[src/rtl/arbitro_prioridade_if.sv]
// rtl/arbitro_prioridade_if.sv - request/grant bundle between requesters and the arbiter
interface arbitro_prioridade_if #(
    parameter int N = 4
);
    localparam int IW = (N > 1) ? $clog2(N) : 1;

    logic [N-1:0]  req;
    logic [N-1:0]  gnt;
    logic [IW-1:0] gnt_idx;
    logic          ocupado;
    logic          conflito;

    modport master (
        output req,
        input  gnt,
        input  gnt_idx,
        input  ocupado,
        input  conflito
    );

    modport slave (
        input  req,
        output gnt,
        output gnt_idx,
        output ocupado,
        output conflito
    );
endinterface

[src/rtl/arbitro_prioridade.sv]
// rtl/arbitro_prioridade.sv - registered N-channel arbiter, fixed priority or round-robin, bounded hold time
module arbitro_prioridade #(
    parameter int N         = 4,
    parameter int MODO      = 0,
    parameter int MAX_POSSE = 8
) (
    input  logic                 clk,
    input  logic                 rst,
    arbitro_prioridade_if.slave  bus
);
    localparam int IW = (N > 1) ? $clog2(N) : 1;
    localparam int CW = $clog2(MAX_POSSE + 1);

    typedef enum logic {
        LIVRE,
        CONCEDIDO
    } estado_t;

    estado_t       estado_q, estado_d;
    logic [N-1:0]  gnt_q, gnt_d;
    logic [IW-1:0] gnt_idx_q, gnt_idx_d;
    logic          ocupado_q, ocupado_d;
    logic          conflito_q, conflito_d;
    logic [IW-1:0] ptr_q, ptr_d;
    logic [CW-1:0] cnt_q, cnt_d;
    logic [N-1:0]  mask_q, mask_d;

    logic [N-1:0]  req_mascarado;
    logic [N-1:0]  candidatos;
    logic [IW-1:0] vencedor;

    function automatic logic [IW-1:0] prox_idx(input logic [IW-1:0] i);
        if (i == IW'(N - 1)) begin
            return '0;
        end
        return i + IW'(1);
    endfunction

    function automatic logic [IW-1:0] escolhe_fixo(input logic [N-1:0] v);
        logic [IW-1:0] r;
        r = '0;
        // Descending scan so the lowest set index is the last assignment.
        for (int i = N - 1; i >= 0; i--) begin
            if (v[i]) begin
                r = IW'(i);
            end
        end
        return r;
    endfunction

    function automatic logic [IW-1:0] escolhe_rr(input logic [N-1:0] v, input logic [IW-1:0] p);
        logic [IW-1:0] r;
        logic [IW-1:0] idx;
        logic          achou;
        r     = '0;
        idx   = p;
        achou = 1'b0;
        for (int k = 0; k < N; k++) begin
            if (!achou && v[idx]) begin
                r     = idx;
                achou = 1'b1;
            end
            idx = prox_idx(idx);
        end
        return r;
    endfunction

    function automatic logic mais_de_um(input logic [N-1:0] v);
        return (v & (v - N'(1))) != '0;
    endfunction

    // A timed-out owner is skipped once, unless it is the only requester.
    always_comb begin
        req_mascarado = bus.req & ~mask_q;
        candidatos    = (req_mascarado != '0) ? req_mascarado : bus.req;
        if (MODO == 1) begin
            vencedor = escolhe_rr(candidatos, ptr_q);
        end else begin
            vencedor = escolhe_fixo(candidatos);
        end
    end

    always_comb begin
        estado_d   = estado_q;
        gnt_d      = gnt_q;
        gnt_idx_d  = gnt_idx_q;
        ocupado_d  = ocupado_q;
        conflito_d = 1'b0;
        ptr_d      = ptr_q;
        cnt_d      = cnt_q;
        mask_d     = mask_q;

        case (estado_q)
            LIVRE: begin
                if (bus.req != '0) begin
                    estado_d   = CONCEDIDO;
                    gnt_d      = {{(N - 1){1'b0}}, 1'b1} << vencedor;
                    gnt_idx_d  = vencedor;
                    ocupado_d  = 1'b1;
                    conflito_d = mais_de_um(bus.req);
                    cnt_d      = CW'(1);
                    ptr_d      = prox_idx(vencedor);
                    mask_d     = '0;
                end else begin
                    mask_d = '0;
                end
            end
            CONCEDIDO: begin
                if (!bus.req[gnt_idx_q]) begin
                    estado_d  = LIVRE;
                    gnt_d     = '0;
                    ocupado_d = 1'b0;
                    cnt_d     = '0;
                    mask_d    = '0;
                end else if (cnt_q < CW'(MAX_POSSE)) begin
                    cnt_d = cnt_q + CW'(1);
                end else begin
                    estado_d  = LIVRE;
                    gnt_d     = '0;
                    ocupado_d = 1'b0;
                    cnt_d     = '0;
                    mask_d    = gnt_q;
                end
            end
            default: begin
                estado_d = LIVRE;
            end
        endcase
    end

    always_ff @(posedge clk) begin
        if (rst) begin
            estado_q   <= LIVRE;
            gnt_q      <= '0;
            gnt_idx_q  <= '0;
            ocupado_q  <= 1'b0;
            conflito_q <= 1'b0;
            ptr_q      <= '0;
            cnt_q      <= '0;
            mask_q     <= '0;
        end else begin
            estado_q   <= estado_d;
            gnt_q      <= gnt_d;
            gnt_idx_q  <= gnt_idx_d;
            ocupado_q  <= ocupado_d;
            conflito_q <= conflito_d;
            ptr_q      <= ptr_d;
            cnt_q      <= cnt_d;
            mask_q     <= mask_d;
        end
    end

    assign bus.gnt      = gnt_q;
    assign bus.gnt_idx  = gnt_idx_q;
    assign bus.ocupado  = ocupado_q;
    assign bus.conflito = conflito_q;
endmodule

[src/flat_wrapper.sv]
// flat-port wrapper written by rule: the top's interface ports become plain ports
module arbitro_prioridade_flat 
#(
    parameter int N         = 4,
    parameter int MODO      = 0,
    parameter int MAX_POSSE = 8
)
  (clk, rst, bus_req, bus_gnt, bus_gnt_idx, bus_ocupado, bus_conflito);
  arbitro_prioridade_if #(.N(N)) bus_i ();
  input  logic clk;
  input  logic rst;
  input wire logic [$bits(bus_i.req)-1:0] bus_req;
  output wire logic [$bits(bus_i.gnt)-1:0] bus_gnt;
  output wire logic [$bits(bus_i.gnt_idx)-1:0] bus_gnt_idx;
  output wire logic [$bits(bus_i.ocupado)-1:0] bus_ocupado;
  output wire logic [$bits(bus_i.conflito)-1:0] bus_conflito;
  assign bus_i.req = bus_req;
  assign bus_gnt = bus_i.gnt;
  assign bus_gnt_idx = bus_i.gnt_idx;
  assign bus_ocupado = bus_i.ocupado;
  assign bus_conflito = bus_i.conflito;
  arbitro_prioridade #(.N(N), .MODO(MODO), .MAX_POSSE(MAX_POSSE)) u_core (.clk(clk), .rst(rst), .bus(bus_i));
endmodule
[config.mk]
export PLATFORM = sky130hd
export DESIGN_NAME = arbitro_prioridade_flat
export DESIGN_NICKNAME = d
export VERILOG_FILES = /design/src/rtl/arbitro_prioridade_if.sv /design/src/rtl/arbitro_prioridade.sv /design/src/flat_wrapper.sv
export SDC_FILE = /design/constraint.sdc
export NUM_CORES = 1
export LEC_CHECK = 0
export ABC_AREA = 1
export BUFFER_PORTS_ARGS = -buffer_cell sky130_fd_sc_hd__buf_2
export CAP_MARGIN = 20
export CORE_MARGIN = 2
export CORE_UTILIZATION = 40
export DETAILED_ROUTE_END_ITERATION = 6
export PLACE_DENSITY_LB_ADDON = 0.2
export SLEW_MARGIN = 15
export SYNTH_ARGS = -nofsm -noshare
export SYNTH_HDL_FRONTEND = slang
export SYNTH_SLANG_ARGS = --single-unit
[constraint.sdc]
create_clock -name clk -period 1.4 [get_ports clk]
set_input_delay 0.28 -clock clk [delete_from_list [all_inputs] [get_ports clk]]
set_output_delay 0.28 -clock clk [all_outputs]
set_load 0.01 [all_outputs]
# After elaboration in Yosys (flattened, before gate mapping)

Index checks and enable logic that the tools add are counted.

Flip-flop bits (word level): 17
Word-level logic and storage cells: 51

Add/sub/neg operators: 2
Magnitude comparators: 2
Equality and inequality tests: 2
Shift operators: 1
Mux-type cells: 26
Bitwise gates (word level): 5
Reduce and logical (&&, ||, !) cells: 6

Operator list:

| kind                | number |
|---|---|
| $mux 4              | 9 |
| $pmux 4 s2          | 3 |
| $reduce_bool 4->1   | 3 |
| $and 4x4->4         | 2 |
| $mux 2              | 4 |
| $mux 1              | 7 |
| $add 4x1->4 const B | 1 |
| $lt 4x4->1 const B  | 1 |
| $not 4->4           | 1 |
| $pmux 1 s2          | 2 |
| $reduce_and 2->1    | 2 |
| $shl 1x2->4 const A | 1 |
| $sub 4x1->4 const B | 1 |
| $lt 2x3->1 const B  | 1 |
| $ne 3x3->1 const B  | 1 |
| $reduce_or 3->1     | 1 |
| $bmux 1 s2          | 1 |
| $ne 2x1->1 const B  | 1 |
| $not 1->1           | 2 |

# Depth between registers and ports, before layout

Gate-level depths: netlist of run 1.

Depth after elaboration: 11
Mapped depth: 11
Mapped depth without buffers: 11

# Worst setup path after synthesis of run 1

OpenSTA, ideal clock, no wires.

Path type: register to register
Start point: reg u_core.gnt_idx_q[0], in the netlist u_core.bus.gnt_idx[0]
End point: reg u_core.cnt_q[0]
Library setup time: 0.067 ns
Arrival time: 1.212 ns
Data required time: 1.333 ns
Setup slack: 0.121 ns
Stages on the path, launching flop included: 9
Cells stage by stage: dfxtp_1 o21a_1 o21ai_0 nand2_1 nand2_2 nor2_4 inv_2 or2_1 a21oi_2

Word-level cells in the longest chain between the ends: 4

RTL lines:

| element                      | RTL line                  | text |
|---|---|---|
| start, declared              | arbitro_prioridade.sv:21  | `logic [IW-1:0] gnt_idx_q, gnt_idx_d;` |
| start signal, assigned       | arbitro_prioridade.sv:144 | `gnt_idx_q <= gnt_idx_d;` |
| $bmux 1 s2                   | arbitro_prioridade.sv:109 | `if (!bus.req[gnt_idx_q]) begin` |
| $mux 1 (implied by the code) | arbitro_prioridade.sv:109 |  |
| $mux 4                       | arbitro_prioridade.sv:109 |  |
| $pmux 4 s2                   | arbitro_prioridade.sv:93  | `case (estado_q)` |
| end signal, assigned         | arbitro_prioridade.sv:148 | `cnt_q <= cnt_d;` |
| end, declared                | arbitro_prioridade.sv:25  | `logic [CW-1:0] cnt_q, cnt_d;` |

Every way passes these cells. The select of a mux whose other input is x is not followed.
A chain may end at the register's enable or synchronous reset.

# Worst setup path after layout of run 1

Start point: reg u_core.mask_q[3]
End point: reg u_core.gnt_q[2], in the netlist u_core.bus.gnt[2]

Word-level cells in the longest chain between the ends: 11

RTL lines:

| element                | RTL line                  | text |
|---|---|---|
| start, declared        | arbitro_prioridade.sv:26  | `logic [N-1:0] mask_q, mask_d;` |
| start signal, assigned | arbitro_prioridade.sv:149 | `mask_q <= mask_d;` |
| $not 4->4 *            | arbitro_prioridade.sv:74  | `req_mascarado = bus.req & ~mask_q;` |
| $and 4x4->4 *          | arbitro_prioridade.sv:74  |  |
| $reduce_bool 4->1      | arbitro_prioridade.sv:75  | `candidatos = (req_mascarado != '0) ? req_mascarado : bus.req;` |
| $mux 4 *               | arbitro_prioridade.sv:75  |  |
| $mux 2 (3 in series)   | arbitro_prioridade.sv:44  | `if (v[i]) begin` |
| $mux 2 *               | arbitro_prioridade.sv:44  |  |
| $shl 1x2->4 *          | arbitro_prioridade.sv:97  | `gnt_d = {{(N - 1){1'b0}}, 1'b1} << vencedor;` |
| $mux 4 *               | arbitro_prioridade.sv:95  | `if (bus.req != '0) begin` |
| $pmux 4 s2 *           | arbitro_prioridade.sv:93  |  |
| end signal, assigned   | arbitro_prioridade.sv:143 | `gnt_q <= gnt_d;` |
| end, declared          | arbitro_prioridade.sv:20  | `logic [N-1:0] gnt_q, gnt_d;` |

Every way passes the cells marked *; elsewhere a longest branch is shown, timed or not. The select of a mux whose other input is x is not followed.

==> results of run 1 <==
logic make-up (layout without fill, tap and decap cells):
kind of cell    after synthesis  after routing  synth area share
flops                        17             17             0.422
xor+xnor                      1              1            0.0109
buf+inv                      11             32            0.0512
fa+ha+maj                     1              1            0.0155
simple gates                 54             54             0.289
compound gates               27             27             0.211
timing repair:
action / 4_1_cts / 5_1_grt
gates resized for setup: 0 / 8
buffers inserted: 0 / 1
endpoints found under the setup margin: 0 / 10
flip-flops by register name, summed over array words and instances (netlist names):
signal,flops
u_core.mask_q,4
u_core.bus.gnt,4
u_core.bus.gnt_idx,2
u_core.estado_q,1
u_core.cnt_q,4
u_core.bus.conflito,1
u_core.bus.ocupado,1
area by class of cell:
| type | instances | area share |
|---|---|---|
| flip-flops and latches | 17 | 0.345 |
| inverters | 10 | 0.0378 |
| clock inverters | 1 | 0.00504 |
| well taps | 27 | 0.0340 |
| repair buffers | 18 | 0.103 |
| multi-input cells | 83 | 0.452 |
| clock buffers | 3 | 0.0227 |
synth_stat cells (all sizes together):
library cell / instances / area (um2)
nand4: 3 / 18.8
a221oi: 1 / 8.76
or2: 1 / 6.26
o21a: 1 / 7.51
nand2: 33 / 129
xor2: 1 / 8.76
nor2: 12 / 52.6
o21ai: 8 / 47.5
and2: 1 / 6.26
o22ai: 1 / 12.5
dfxtp: 17 / 340
ha: 1 / 12.5
inv: 10 / 37.5
a21oi: 12 / 63.8
nand3: 4 / 20.0
clkbuf: 1 / 3.75
a211oi: 4 / 30.0
where the power goes:
part	internal, W	switching [W]	total [W]
combinational	0.0000673	0.000101	0.000168
sequential	0.000506	0.0000190	0.000525
clock	0.000106	0.000156	0.000262
worst max path at each step:
stage	depth (start not counted)	to
global placement	8	u_core.bus.gnt[2]$_SDFFE_PP0P_
detailed placement	11	u_core.bus.gnt[0]$_SDFFE_PP0P_
global route	9	u_core.cnt_q[0]$_SDFFE_PP0P_
CTS	11	u_core.bus.gnt[0]$_SDFFE_PP0P_
floorplan	8	u_core.cnt_q[0]$_SDFFE_PP0P_
finish	8	u_core.bus.gnt[2]$_SDFFE_PP0P_
stage by stage:
| step | setup slack (ns) | power [W] | instance area, um2 | hold WS, ns |
|---|---|---|---|---|
| after global routing | -0.0221 | 0.00101 | 993 | 0.284 |
| after CTS | 0.0349 | 0.000957 | 958 | 0.280 |
| final | 0.0817 | 0.000956 | 993 | 0.286 |
| after detailed placement | -0.0206 | 0.000689 | 931 | 0.458 |
| after floorplan | 0.121 | 0.000630 | 806 | 0.349 |
| after global placement | 0.00702 | 0.000688 | 931 | 0.454 |
worst max-delay path, cell delays in order, from the launching register on:
cell,delay [ns]
dfxtp_1,0.32
inv_1,0.07
nand2_1,0.06
nand2_1,0.14
nor2_4,0.06
o21ai_4,0.17
and2_4,0.18
nand4_1,0.10
a21oi_1,0.14
layout by cell type (no fill, tap or decap):
cell type,n
inv_1,9
xor2_1,1
nand2_2,2
o21a_1,1
buf_4,5
a21oi_2,1
o21ai_4,1
buf_2,13
nor2_4,2
dfxtp_2,2
nand4_1,3
and2_4,1
or2_1,1
a21oi_1,11
o22ai_4,1
clkinv_2,1
o21ai_0,4
inv_2,1
o21ai_2,1
a211oi_1,4
nand3_1,4
nor2_1,10
nand2_1,31
clkbuf_4,3
dfxtp_1,15
ha_1,1
o21ai_1,2
a221oi_1,1
routing by layer:
layer	part of all wire	track usage	wire length (um)
met5	0	0	0
met4	0.0077	0.0857	14
met3	0.043	0.0215	77
met2	0.50	0.285	905
met1	0.45	0.191	814
==> metrics.md, run 1 <==
| Metric | Value |
|---|---|
| Clk_lat worst skew | `0.29 ns` |
| CP Data Required Time | `1.63 ns` |
| TritonCTS Sinks | `17` |
| Area of the multi-input gates | `449 um2` |
| Post-CTS Hold Fix Bufs | `0` |
| Max-cap viol count | `0` |
| Core area | `1920 um2` |
| Worst reg2reg path depth | `8` |
| Port-buffer cells | `13` |
| Gp weighted congestion | `between 0.7 and 0.8` |
| Min cycle time layout | `roughly 1.3 ns` |
| Max Freq | `0.759 GHz` |
| Critical path origin | `u_core.mask_q[3]$_SDFFE_PP0P_` |
| Vias in the first global route | `approximately 760` |
| Ant diodes | `0` |
| Final worst-path cycle share | `0.942` |
| Arrival @ worst endpoint | `around 1.6 ns` |
| Hpwl dp | `approximately 1300 um` |
| Clock root buffer | `clkbuf_4` |
| Hold_sp | `bus_req[3]` |
| Routed len/inst | `11.4 um` |
| CP Capture Type | `flip-flop` |
| Worst Hold Class | `in -> reg` |
| RR Startpoint | `u_core.mask_q[3]$_SDFFE_PP0P_` |
| Setup TNS | `0 ns` |
| Nets | `140` |
| Unrepaired setup endpoints after global routing | `yes` |
| Slew Limit Fails | `0` |
| Hold EP | `u_core.bus.conflito$_SDFF_PP0_` |
| Average size of a mapped cell | `a little over 7 um2` |
| Chip height | `48.9 um` |
| # H-tree levels | `1` |
| Via count | `805` |
| Placed instance count | `around 150` |
| Kind of critical path | `reg -> reg` |
| Setup violations, final | `0` |
| DRT Wirelength | `between 1500 and 2000 um` |
| Global route overflow | `0` |
| Area Growth Syn to Fin | `23.3%` |
| Pwr dens | `around 960 nW/um2` |
| Initial Utilization | `0.419` |
| Layout Cells excl Fill | `about 160` |
| Worst-path clk slew | `~0.10 ns` |
| Yosys reg bits | `17` |
| Crit start category | `flip-flop` |
| Share of layout cells above drive strength 1 | `0.258` |
| Vias per cell | `~5.1` |
| Slew of the pin with the lowest slew margin | `0.247 ns` |
| GR Util All Layers | `0.162` |
| Relative slew slack | `0.834` |
| Worst reg2reg setup slack | `a little over 0.08 ns` |
| Final Hold Vio Count | `0` |
| RR Endpoint | `u_core.bus.gnt[2]$_SDFFE_PP0P_` |
| Post-route DRC | `0` |
| Outcome | `finished, final reports clean` |
| Antenna violations before repair | `0` |
| Filler instances | `~220` |
| Worst vdd ir | `0.665 mV` |
| Seq/Total Area, Yosys | `0.422` |
| TritonRoute pass-1 iters | `4` |
| CTS Buf Count | `3` |
| Post-Syn Instances | `roughly 110` |
| Cell Area, Synth | `806 um2` |
| CTS tree | `built` |
| Yosys cell types | `23` |
| Fin Clk Skew | `0.000614 ns` |
| Hold depth | `3` |
| P_leak | `about 0.43 nW` |
| Die area | `between 2000 and 2500 um2` |
| Largest net degree at the start of global routing | `13` |
| Syn nets | `118` |
| Core Util, Final | `0.517` |
| CTS max path bufs | `2` |
| Seq. cell area | `roughly 340 um2` |
| Top-Level Pins | `14` |
| DR iter-0 viols | `9` |
| Crit Path Max Fanout | `4` |
| First-pass GRT wire length | `slightly above 3000 um` |
| Row count | `16` |
| Synth warnings | `0` |
| Antenna Nets Post-Route | `0` |
| Die Wd | `slightly below 50 um` |
No activity file was read; power rests on OpenSTA's default activity.
==> run 2, diff against run 1 <==
--- a/config.mk
+++ b/config.mk
@@ -8,8 +8,10 @@
 export ABC_AREA = 1
 export BUFFER_PORTS_ARGS = -buffer_cell sky130_fd_sc_hd__buf_2
 export CAP_MARGIN = 20
+export CELL_PAD_IN_SITES_DETAIL_PLACEMENT = 1
+export CELL_PAD_IN_SITES_GLOBAL_PLACEMENT = 1
 export CORE_MARGIN = 2
-export CORE_UTILIZATION = 40
+export CORE_UTILIZATION = 38
 export DETAILED_ROUTE_END_ITERATION = 6
 export PLACE_DENSITY_LB_ADDON = 0.2
 export SLEW_MARGIN = 15
==> run 2 against run 1 <==
  * Fmax down 2.1%
  * Clock skew increased by 0.0022 ns
  * Total power rose by 1.8%
  * Sequential cell count is the same
  * Die area increased by 4.8%
  * Highest routed layer unchanged
==> metrics.md, run 2 (synthesis results as in run 1) <==
| Metric | Value |
|---|---|
| Row count | `16` |
| Share of layout cells above drive strength 1 | `0.293` |
| Initial Utilization | `0.407` |
| Comb power frac | `0.183` |
| Worst reg2reg setup slack | `0.05 ns` |
| DRT Wirelength | `2140 um` |
| TritonRoute pass-1 iters | `4` |
| Hold Worst Slack | `roughly 0.29 ns` |
| Hold EP | `u_core.bus.conflito$_SDFF_PP0_` |
| Post-CTS Hold Fix Bufs | `0` |
| Most frequent cells in the layout | `30 x nand2_1, 14 x dfxtp_1, 13 x buf_2, 11 x a21oi_1` |
| Nets | `roughly 140` |
| RR Endpoint | `u_core.cnt_q[0]$_SDFFE_PP0P_` |
| Ant diodes | `0` |
| Worst-path clk slew | `0.10 ns` |
| Cell Int Power | `roughly 0.00068 W` |
| Worst vdd ir | `around 0.59 mV` |
| Port-buffer cells | `13` |
| Clk network pwr share | `0.277` |
| Hold_sp | `bus_req[3]` |
| Antenna Nets Post-Route | `0` |
| Seq pwr share | `0.540` |
| Die area | `between 2000 and 3000 um2` |
| Layout Cells excl Fill | `160` |
| Fin Clk Skew | `0.00280 ns` |
| Placed instance count | `154` |
| Crit Path Max Fanout | `4` |
| Vias in the first global route | `841` |
| Arrival @ worst endpoint | `roughly 1.6 ns` |
| Slew Limit Fails | `0` |
| Top-Level Pins | `14` |
| Max Freq | `0.743 GHz` |
| Area Growth Syn to Fin | `24.8%` |
| Vias per cell | `5.14` |
| Post-route DRC | `0` |
| Fin worst setup slack | `about 0.054 ns` |
| Net Switching | `0.000289 W` |
| Relative slew slack | `0.821` |
| Hold depth | `3` |
| Kind of critical path | `reg -> reg` |
| CTS tree | `built` |
| Die Wd | `50.1 um` |
| TritonCTS Sinks | `17` |
| Worst reg2reg path depth | `8` |
| CTS max path bufs | `2` |
| Unrepaired setup endpoints after global routing | `yes` |
| Global route overflow | `0` |
| Largest net degree at the start of global routing | `13` |
| Pwr dens | `967 nW/um2` |
| Worst Hold Class | `in -> reg` |
| Routed len/inst | `13.4 um` |
| Core area | `a little under 2000 um2` |
| Hpwl dp | `1620 um` |
| DR iter-0 viols | `9` |
| Outcome | `finished, final reports clean` |
| Gp weighted congestion | `about 0.75` |
| Final worst-path cycle share | `0.961` |
| Chip height | `50.1 um` |
| First-pass GRT wire length | `3620 um` |
| CTS Buf Count | `3` |
| Slew of the pin with the lowest slew margin | `0.268 ns` |
| Antenna violations before repair | `0` |
| CP Capture Type | `flip-flop` |
| Max-cap viol count | `0` |
| Clk_lat worst skew | `0.29 ns` |
| RR Startpoint | `u_core.bus.gnt_idx[1]$_SDFFE_PP0P_` |
| Min cycle time layout | `1.35 ns` |
| Net Sw Frac | `0.297` |
| # H-tree levels | `1` |
| Commonest non-fill, non-tap cell in the layout | `nand2_1` |
| GR Util All Layers | `0.187` |
| CP Data Required Time | `1.64 ns` |
| P_leak | `0.438 nW` |
| Pre-CTS WS | `-0.0254 ns` |
| Clock root buffer | `clkbuf_4` |
| Crit start category | `flip-flop` |
| Via count | `823` |
| Final Hold Vio Count | `0` |
| Setup violations, final | `0` |
-- run 2: stage by stage --
stage	power, W	utilization	cell area [um2]	TNS (ns)
after global routing	0.00104	0.508	1010	-0.356
after floorplan	0.000630	-	806	0
after global placement	0.000691	0.470	931	0
after detailed placement	0.000696	0.470	931	-0.0285
final	0.000972	0.508	1010	0
after CTS	0.000966	0.485	961	0
-- run 2: how the worst max path moves through the flow --
stage | startpoint | end | slack (ns) | cells after the start
final | u_core.bus.gnt_idx[1]$_SDFFE_PP0P_ | u_core.cnt_q[0]$_SDFFE_PP0P_ | 0.05 | 8
after global routing | u_core.bus.gnt_idx[0]$_SDFFE_PP0P_ | u_core.cnt_q[0]$_SDFFE_PP0P_ | -0.08 | 9
after CTS | u_core.bus.gnt_idx[0]$_SDFFE_PP0P_ | u_core.cnt_q[0]$_SDFFE_PP0P_ | 0.02 | 8
after detailed placement | bus_req[1] | u_core.bus.gnt[0]$_SDFFE_PP0P_ | -0.03 | 11
after global placement | bus_req[0] | u_core.bus.gnt[0]$_SDFFE_PP0P_ | 0.01 | 11
after floorplan | u_core.bus.gnt_idx[0]$_SDFFE_PP0P_ | u_core.cnt_q[0]$_SDFFE_PP0P_ | 0.12 | 8
-- run 2: worst max-delay path, cell delays in order (launching register included) --
cell	delay, ns
dfxtp_1	0.39
o21a_1	0.14
o21ai_0	0.07
nand2_1	0.11
nand2_2	0.09
nor2_4	0.14
inv_2	0.04
or2_1	0.21
a21oi_2	0.11
-- run 2: repair_timing --
| action | CTS | global route |
|---|---|---|
| setup endpoints to repair | 1 | 11 |
| pin swaps | 0 | 4 |
| setup buffers | 0 | 2 |
| gates resized for setup | 2 | 10 |
-- run 2: metal layers --
metal  track usage  part of all wire  up-vias
met2         0.327              0.50       14
met3        0.0303             0.035        4
met4        0.0694             0.013        0
li1              -                 -      418
met5             0                 0        -
met1         0.228              0.45      387
-- run 2: power groups by stage --
stage               registers, W   logic, W  clock network, W
detailed placement      0.000536   0.000160                 0
global route            0.000528   0.000199          0.000312
floorplan               0.000539  0.0000909                 0
finish                  0.000525   0.000178          0.000269
global placement        0.000535   0.000155                 0
CTS                     0.000525   0.000163          0.000278
-- run 2: area by class of cell --
| type | count | area (um2) |
|---|---|---|
| Fill cell | 273 | 976 |
| Clock inverter | 1 | 5.00 |
| Timing Repair Buffer | 19 | 110 |
| Clock buffer | 3 | 22.5 |
| Inverter | 10 | 37.5 |
| Multi-Input combinational cell | 83 | 450 |
| Tap cell | 27 | 33.8 |
| Sequential cell | 17 | 347 |
==> run 3, diff against run 2 <==
--- a/config.mk
+++ b/config.mk
@@ -11,7 +11,7 @@
 export CELL_PAD_IN_SITES_DETAIL_PLACEMENT = 1
 export CELL_PAD_IN_SITES_GLOBAL_PLACEMENT = 1
 export CORE_MARGIN = 2
-export CORE_UTILIZATION = 38
+export CORE_UTILIZATION = 40
 export DETAILED_ROUTE_END_ITERATION = 6
 export PLACE_DENSITY_LB_ADDON = 0.2
 export SLEW_MARGIN = 15
==> constraint.sdc (replaced) <==
create_clock -name clk -period 1.6 [get_ports clk]
set_input_delay 0.32 -clock clk [delete_from_list [all_inputs] [get_ports clk]]
set_output_delay 0.32 -clock clk [all_outputs]
set_load 0.01 [all_outputs]
==> run 3 against run 2 <==
  * Sequential power is 13% lower
  * Total power is 15% lower
  * First-iteration DRC count is 11% lower
  * Fmax is 3.0% lower
  * Worst setup slack better by 0.16 ns
==> metrics.md, run 3 (synthesis results as in run 1) <==
| Metric | Value |
|---|---|
| TritonRoute pass-1 iters | `4` |
| Worst reg2reg setup slack | `roughly 0.21 ns` |
| Hold EP | `u_core.bus.conflito$_SDFF_PP0_` |
| CP Data Required Time | `1.79 ns` |
| Chip height | `48.9 um` |
| # H-tree levels | `1` |
| Worst reg2reg path depth | `11` |
| Die Wd | `48.9 um` |
| Crit start category | `flip-flop` |
| Finished layout cell area | `931 um2` |
| Net Switching | `around 0.00024 W` |
| Pre-CTS WS | `0.121 ns` |
| Top-Level Pins | `14` |
| Max-cap viol count | `0` |
| Arrival @ worst endpoint | `1.58 ns` |
| Fin worst setup slack | `0.213 ns` |
| RR Startpoint | `u_core.mask_q[3]$_SDFFE_PP0P_` |
| Nets | `around 140` |
| CTS max path bufs | `2` |
| Clk network pwr share | `0.286` |
| CTS tree | `built` |
| Hpwl dp | `1510 um` |
| Final worst-path cycle share | `0.867` |
| Share of layout cells above drive strength 1 | `0.205` |
| Unrepaired setup endpoints after global routing | `no` |
| DR iter-0 viols | `8` |
| Worst vdd ir | `0.577 mV` |
| Routed len/inst | `12.9 um` |
| Hold_sp | `bus_req[3]` |
| Min cycle time layout | `1.39 ns` |
| Met3 Wirelength | `49 um` |
| Die area | `2390 um2` |
| Kind of critical path | `reg -> reg` |
| DRT Wirelength | `1990 um` |
| Seq pwr share | `0.554` |
| Core area | `about 1900 um2` |
| Hold depth | `3` |
| Met2 WL | `990 um` |
| GR Util All Layers | `0.192` |
| First-pass GRT wire length | `3480 um` |
| Area Growth Syn to Fin | `15.5%` |
| Slew of the pin with the lowest slew margin | `~0.26 ns` |
| CTS Buf Count | `3` |
| Row count | `16` |
| Global route overflow | `0` |
| Final Hold Vio Count | `0` |
| Placed cell area | `901 um2` |
| Setup Buffers After CTS | `0` |
| Net Sw Frac | `0.296` |
| Antenna Nets Post-Route | `0` |
| CP Capture Type | `flip-flop` |
| Largest net degree at the start of global routing | `13` |
| Worst-path clk slew | `0.10 ns` |
| Hold Worst Slack | `0.323 ns` |
| Post-route DRC | `0` |
| Vias in the first global route | `761` |
| Total power | `0.000827 W` |
| Worst Hold Class | `in -> reg` |
| Relative slew slack | `0.824` |
| Filler instances | `278` |
| Vias per cell | `4.97` |
| Commonest non-fill, non-tap cell in the layout | `nand2_1` |
| Clk_lat worst skew | `0.30 ns` |
| Comb power frac | `0.159` |
| Slew Limit Fails | `0` |
| Setup TNS | `0 ns` |
| Initial Utilization | `0.419` |
| Outcome | `finished, final reports clean` |
| Pwr dens | `888 nW/um2` |
| DR top layer | `met4` |
| Gp weighted congestion | `between 0.7 and 0.8` |
| Fin Clk Skew | `0.00217 ns` |
| Antenna violations before repair | `0` |
| Most frequent cells in the layout | `31 x nand2_1, 17 x dfxtp_1, 13 x buf_2, 11 x a21oi_1, 10 x nor2_1` |
| RR Endpoint | `u_core.bus.gnt[0]$_SDFFE_PP0P_` |
| P_leak | `0.405 nW` |
| Clock root buffer | `clkbuf_4` |
| Metal-1 WL | `926 um` |
| TritonCTS Sinks | `17` |
| Crit Path Max Fanout | `3` |
| Setup violations, final | `0` |
| Port-buffer cells | `13` |
| Cell Int Power | `between 0.0005 and 0.0006 W` |
| Post-CTS Hold Fix Bufs | `0` |
| Via count | `765` |
| Ant diodes | `0` |
| Max Freq | `0.721 GHz` |
| Post-cts sizing count | `0` |
## run 3: final cells by class
type,instances,area [um2],area share
Timing Repair Buffer,13,65.1,0.0699
Sequential cell,17,340,0.366
Multi-Input combinational cell,83,427,0.458
Clock buffer,3,22.5,0.0242
Tap cell,27,33.8,0.0363
Clock inverter,1,5.00,0.00538
Inverter,10,37.5,0.0403
## run 3: per-stage QoR
step / util / cells
2_1_floorplan: - / 111
3_3_place_gp: 0.469 / 150
3_5_place_dp: 0.469 / 150
4_1_cts: 0.483 / 154
5_1_grt: 0.484 / 154
6_report: 0.484 / 154
## run 3: worst max-delay path by stage
stage / from / to / slack (ns) / cells after the start
4_1_cts: u_core.mask_q[3]$_SDFFE_PP0P_ / u_core.bus.gnt[0]$_SDFFE_PP0P_ / 0.15 / 9
3_3_place_gp: bus_req[1] / u_core.bus.gnt[3]$_SDFFE_PP0P_ / 0.13 / 8
2_1_floorplan: u_core.bus.gnt_idx[0]$_SDFFE_PP0P_ / u_core.cnt_q[0]$_SDFFE_PP0P_ / 0.32 / 8
5_1_grt: u_core.mask_q[3]$_SDFFE_PP0P_ / u_core.bus.gnt[0]$_SDFFE_PP0P_ / 0.03 / 11
3_5_place_dp: bus_req[3] / u_core.bus.gnt[0]$_SDFFE_PP0P_ / 0.12 / 9
6_report: u_core.mask_q[3]$_SDFFE_PP0P_ / u_core.bus.gnt[0]$_SDFFE_PP0P_ / 0.21 / 11
## run 3: power by group through the flow
stage               Clock (W)  Sequential (W)  Combinational, W
detailed placement          0        0.000468          0.000130
global placement            0        0.000467          0.000128
finish               0.000237        0.000458          0.000132
global route         0.000265        0.000461          0.000151
CTS                  0.000248        0.000459          0.000132
floorplan                   0        0.000472         0.0000795
## run 3: routing by layer
layer	track usage	vias up
met2	0.320	10
met5	0	-
li1	-	400
met3	0.0368	4
met1	0.242	351
met4	0.0857	0
## run 3: worst max-delay path, cell delays in order (launching register included)
cell and delay [ns]:
dfxtp_1 0.36, inv_1 0.08, nand2_1 0.08, nand2_1 0.10
nor2_2 0.17, nand2_1 0.08, nand2_1 0.09, nand2_1 0.06
nand2_1 0.07, nand2_1 0.06, nand3_1 0.07, a21oi_1 0.06
